File: src/rtl/i2s_pkg.sv
// Shared constants and sample conversion for the I2S audio transmitter.
// The APU produces a 6-bit unsigned level; the DAC expects 16-bit signed PCM.
package i2s_pkg;

  localparam int I2S_WORD_BITS  = 16;
  localparam int I2S_SLOT_BITS  = 32;
  localparam int I2S_FRAME_BITS = 64;
  localparam int DAC_AUDIO_BITS = 6;

  localparam int BIT_CNT_W = $clog2(I2S_FRAME_BITS);
  localparam int SLOT_W    = $clog2(I2S_SLOT_BITS);
  localparam int PCM_PAD   = I2S_WORD_BITS - DAC_AUDIO_BITS;

  // Flipping the MSB turns offset-binary (32 = silence) into two's complement.
  function automatic logic [I2S_WORD_BITS-1:0] dac_to_pcm16(
    input logic [DAC_AUDIO_BITS-1:0] s
  );
    return {s ^ {1'b1, {(DAC_AUDIO_BITS-1){1'b0}}}, {PCM_PAD{1'b0}}};
  endfunction

endpackage

File: src/rtl/i2s_bclk_gen.sv
// Bit-clock divider: toggles bclk every BCLK_HALF system clocks and flags
// the clock in which bclk is about to fall, so framing logic can update with it.
module i2s_bclk_gen #(
  parameter int BCLK_HALF = 16
) (
  input  logic clk_in,
  input  logic rst_in,
  output logic bclk,
  output logic fall
);

  localparam int DIV_W = (BCLK_HALF <= 2) ? 1 : $clog2(BCLK_HALF);
  localparam logic [DIV_W-1:0] DIV_LAST = DIV_W'(BCLK_HALF - 1);

  logic [DIV_W-1:0] div_cnt;
  logic             wrap;

  assign wrap = (div_cnt == DIV_LAST);
  assign fall = wrap & bclk;

  always_ff @(posedge clk_in) begin
    if (rst_in) begin
      div_cnt <= '0;
      bclk    <= 1'b0;
    end else if (wrap) begin
      div_cnt <= '0;
      bclk    <= ~bclk;
    end else begin
      div_cnt <= div_cnt + 1'b1;
    end
  end

endmodule

File: src/rtl/i2s_audio_tx.sv
// Philips I2S transmitter for the mixed APU sample: same 16-bit word on both
// channels, one sample taken per 64-bit frame, one-bit delay after LRCK edge.
module i2s_audio_tx
  import i2s_pkg::*;
#(
  parameter int BCLK_HALF = 16
) (
  input  logic                      clk_in,
  input  logic                      rst_in,
  input  logic [DAC_AUDIO_BITS-1:0] dac_audio_in,
  input  logic                      mute_in,
  output logic                      i2s_bclk_out,
  output logic                      i2s_lrck_out,
  output logic                      i2s_sdata_out,
  output logic                      sample_strobe_out
);

  localparam logic [BIT_CNT_W-1:0] LAST_BIT = BIT_CNT_W'(I2S_FRAME_BITS - 1);
  localparam logic [SLOT_W-1:0]    MSB_POS  = SLOT_W'(1);
  localparam logic [SLOT_W-1:0]    LSB_POS  = SLOT_W'(I2S_WORD_BITS);

  logic                     bclk;
  logic                     fall;
  logic [BIT_CNT_W-1:0]     bit_cnt;
  logic [BIT_CNT_W-1:0]     bit_nxt;
  logic [SLOT_W-1:0]        slot_pos;
  logic [3:0]               bit_idx;
  logic [I2S_WORD_BITS-1:0] word;
  logic [I2S_WORD_BITS-1:0] word_nxt;
  logic                     latch;
  logic                     sdata_nxt;

  i2s_bclk_gen #(.BCLK_HALF(BCLK_HALF)) u_bclk (
    .clk_in (clk_in),
    .rst_in (rst_in),
    .bclk   (bclk),
    .fall   (fall)
  );

  assign bit_nxt  = bit_cnt + 1'b1;
  assign slot_pos = bit_nxt[SLOT_W-1:0];
  assign bit_idx  = 4'(LSB_POS - slot_pos);
  assign latch    = fall && (bit_cnt == LAST_BIT);
  assign word_nxt = mute_in ? '0 : dac_to_pcm16(dac_audio_in);

  // Data is selected for the position being entered, so it leads the
  // following bclk rise by a full half period.
  always_comb begin
    sdata_nxt = 1'b0;
    if (slot_pos >= MSB_POS && slot_pos <= LSB_POS)
      sdata_nxt = word[bit_idx];
  end

  always_ff @(posedge clk_in) begin
    if (rst_in) begin
      bit_cnt           <= '0;
      word              <= '0;
      i2s_lrck_out      <= 1'b0;
      i2s_sdata_out     <= 1'b0;
      sample_strobe_out <= 1'b0;
    end else begin
      sample_strobe_out <= latch;
      if (fall) begin
        bit_cnt       <= bit_nxt;
        i2s_lrck_out  <= bit_nxt[BIT_CNT_W-1];
        i2s_sdata_out <= sdata_nxt;
        if (latch)
          word <= word_nxt;
      end
    end
  end

  assign i2s_bclk_out = bclk;

endmodule
File: config.mk
export PLATFORM = sky130hd
export DESIGN_NAME = i2s_audio_tx
export DESIGN_NICKNAME = d
export VERILOG_FILES = /design/src/rtl/i2s_pkg.sv /design/src/rtl/i2s_bclk_gen.sv /design/src/rtl/i2s_audio_tx.sv
export SDC_FILE = /design/constraint.sdc
export NUM_CORES = 1
export LEC_CHECK = 0
export CAP_MARGIN = 10
export CORE_AREA = 2 2 59 61
export DETAILED_ROUTE_END_ITERATION = 12
export DIE_AREA = 0 0 61 63
export HOLD_SLACK_MARGIN = 0.08
export PLACE_DENSITY = 0.49
export SETUP_SLACK_MARGIN = 0.1
export SLEW_MARGIN = 20
export SYNTH_ARGS = -nofsm -noshare
export SYNTH_HDL_FRONTEND = slang
export SYNTH_SLANG_ARGS = --single-unit
File: constraint.sdc
create_clock -name clk_in -period 2.15 [get_ports clk_in]
set_input_delay 0.43 -clock clk_in [delete_from_list [all_inputs] [get_ports clk_in]]
set_output_delay 0.43 -clock clk_in [all_outputs]
set_load 0.03 [all_outputs]
==> flow_summary_export.csv <==
group,metric,value,unit
layout,drive_above_1_share,12.8,%
yosys,ys_seq_area_share,40.9,%
critical_path,timing.rr.start,"bit_cnt[0]$_SDFFE_PP0P_",
die,die_w,61,microns
critical_path,crit_required,1.72,ns
die,dieHeight,63,microns
layout,fillers,345,
die,core_area,3230,sq um
min_path,hold_end,"u_bclk.div_cnt[0]$_SDFF_PP0_",
critical_path,r2r_end,"i2s_sdata_out$_SDFFE_PP0P_",
yosys,syn_area_per_cell,9.49,sq um
critical_path,critPathTopFamily,"buffers and inverters",
clocking,cts_buffers,3,
run,maxCapViolCount,0,
sta,post-route-period-util,86.6,%
route,drc,0,
critical_path,reg2reg_setup_slack,0.30,ns
clocking,postCtsHoldBufs,0,
yosys,syn_area,930,sq um
clocking,cts-resized-gates,0,
critical_path,r2r_cells,5,
yosys,synth-seq-cells,19,
layout,n_antenna_cell,0,
route,wl,1820,microns
place,dpl-instance-area,1080,sq um
place,gp_congestion,0.786,
min_path,hold_depth,1,
sta,setup-tns-final,0,ns
clocking,cts_root_buf,"clkbuf_4",
route,drtAntennaViolNets,0,
route,num_vias,720,
pwr,intPower,0.446,mW
die,rows,21,
sta,setup_viol,0,
critical_path,path_max_fanout,5,
sta,slew_violations,0,
route,met3_length,31,microns
place,dpl.hpwl,1400,microns
pwr,p_sw,0.130,mW
critical_path,cpPeakStageDelay,0.70,ns
layout,final_nets,122,
pwr,clkPwrFrac,31.6,%
clocking,postCtsSetupBuffers,0,
pwr,p_sw_share,22.5,%
global_route,grt_pass1_vias,717,
sta,fmaxAchievable,537,MHz
route,wl_per_cell,11.7,microns
sta,worst_slew_pin_slew,0.402,ns
route,routed.top_layer,"met4",
route,first_pass_iters,3,
sta,hold_violations,0,
sta,finClkSkew,0.00928,ns
global_route,grt_overflow_total,0,
global_route,antenna_found_initial,0,
critical_path,arrival,1.43,ns
critical_path,critPathLaunchType,"register",
yosys,ys_types,34,
yosys,yosysWarnings,0,
sta,rsz0062_at_grt,"false",
run_status,status,"completed",
layout,stdcell_area,1110,sq um
clocking,htreeDepth,1,
layout,final_common_cell,"dfxtp_1",
clocking,cts_tree,"built",
clocking,clk_path_buf_depth,2,
critical_path,crit_path_top_delay_cell,"clkdlybuf4s50_1",
sta,fin_crit,1.86,ns
clocking,clk_pin_slew,0.11,ns
route,drt_iter0_drc,9,
global_route,grt_max_degree,12,
global_route,grt_usage,10.9,%
pwr,combPwrFrac,5.6,%
layout,area_growth,19.7,%
layout,fin_util,34.4,%
die,initial_core_util,28.8,%
place,port_buffers,12,
critical_path,path_cells,"clkdlybuf4s50_1",
route,wl_met1,848,microns
min_path,hp-class,"reg -> reg",
route,met2WireLength,919,microns
pwr,vdd_drop_max,0.261,mV
pwr,leakage,0.365,nW
yosys,synth_nets,110,
critical_path,end_kind,"primary output",
critical_path,critical_path_class,"reg -> out",
pwr,sequentialPowerShare,62.8,%
route,vias_per_cell,4.65,
global_route,grt_first_pass_wirelength,3200,microns
yosys,syn_inst,98,
pwr,p_per_area,518,nW/um^2
layout,final_cell_mix,"dfxtp_1, clkdlybuf4s50_1, nor2_1, a22o_1",
clocking,clock-sinks,19,
die,ios,13,
min_path,hold_start,"u_bclk.div_cnt[0]$_SDFF_PP0_",
critical_path,cp.buffers_inverters,1,
clocking,clock_latency,0.30,ns
die,dieArea,3840,sq um
sta,slew_headroom,73.1,%
cell type report:
class                           count  area (sq um)  area share [%]
Clock buffer                        3          22.5            2.02
Clock inverter                      1          5.00           0.450
Inverter                            5          18.8            1.69
Multi-Input combinational cell     67           493            44.3
Sequential cell                    19           380            34.2
Tap cell                           46          57.6            5.17
Timing Repair Buffer               14           135            12.1
state kept, by name, summed over array words and instances (netlist names):
name,cells
i2s_lrck_out,1
bit_cnt,5
u_bclk.bclk,1
i2s_sdata_out,1
word,6
sample_strobe_out,1
u_bclk.div_cnt,4
how the worst max path moves through the flow:
stage	end	depth (start not counted)	slack [ns]	startpoint
floorplan	i2s_sdata_out$_SDFFE_PP0P_	6	0.31	bit_cnt[0]$_SDFFE_PP0P_
global placement	word[14]$_SDFFE_PP0P_	4	0.35	rst_in
detailed placement	word[10]$_SDFFE_PP0P_	5	0.32	u_bclk.div_cnt[0]$_SDFF_PP0_
CTS	i2s_bclk_out	1	0.26	u_bclk.bclk$_SDFFE_PP0N_
global route	word[10]$_SDFFE_PP0P_	5	0.15	u_bclk.div_cnt[0]$_SDFF_PP0_
finish	i2s_bclk_out	1	0.29	u_bclk.bclk$_SDFFE_PP0N_
power groups by stage:
| stage | Clock (mW) | Combinational, mW | Sequential, mW |
|---|---|---|---|
| after global routing | 0.208 | 0.0356 | 0.362 |
| after floorplan | 0 | 0.0128 | 0.368 |
| final | 0.182 | 0.0323 | 0.361 |
| after detailed placement | 0 | 0.0326 | 0.369 |
| after CTS | 0.193 | 0.0327 | 0.362 |
| after global placement | 0 | 0.0325 | 0.369 |
per-layer routing:
| layer | up-vias | track usage (%) |
|---|---|---|
| met4 | 0 | 4.89 |
| met3 | 2 | 2.48 |
| met2 | 5 | 17.3 |
| met5 | - | 0 |
| li1 | 375 | - |
| met1 | 338 | 13.7 |
synthesized netlist by cell type:
cell type,instances,area share (%)
a2111oi_4,1,3.0
a211o_1,1,0.94
a21boi_0,1,0.81
a21oi_1,5,2.7
a22o_1,6,5.7
and2b_1,1,0.81
and3_2,1,0.81
buf_2,3,1.6
buf_6,1,1.2
clkbuf_1,3,1.2
dfxtp_1,19,41
ha_1,3,4.0
inv_1,5,2.0
mux2_2,2,2.4
nand2_1,5,2.0
nand3_1,5,2.7
nand3b_1,1,0.81
nand4_1,1,0.67
nand4_2,1,1.3
nand4b_1,1,0.94
nor2_1,6,2.4
nor3_1,3,1.6
nor3b_1,1,0.81
nor4_2,1,1.3
o211ai_1,1,0.81
o21ai_0,5,2.7
o311ai_0,2,1.9
o31ai_1,2,1.6
o31ai_2,1,1.3
or3_1,2,1.3
or3b_1,1,0.94
or3b_2,1,0.94
xnor2_1,4,3.8
xor2_1,2,1.9
logic make-up after synthesis:
kind of cell	synth area share [%]
XOR/XNOR	5.65
AO/OA/AOI/OAI	21.4
AND/OR/NAND/NOR	19.5
multiplexers	2.42
buffers and inverters	6.06
flip-flops	40.9
adder cells (fa/ha/maj)	4.04
through the flow:
| stage | setup WS, ns | hold slack, ns | total power [mW] | std cells |
|---|---|---|---|---|
| floorplan | 0.315 | 0.443 | 0.381 | 98 |
| global placement | 0.349 | 0.471 | 0.402 | 151 |
| detailed placement | 0.318 | 0.473 | 0.402 | 151 |
| CTS | 0.263 | 0.502 | 0.588 | 155 |
| global route | 0.154 | 0.514 | 0.606 | 155 |
| finish | 0.287 | 0.498 | 0.576 | 155 |
(Power assumes the default switching activity.)
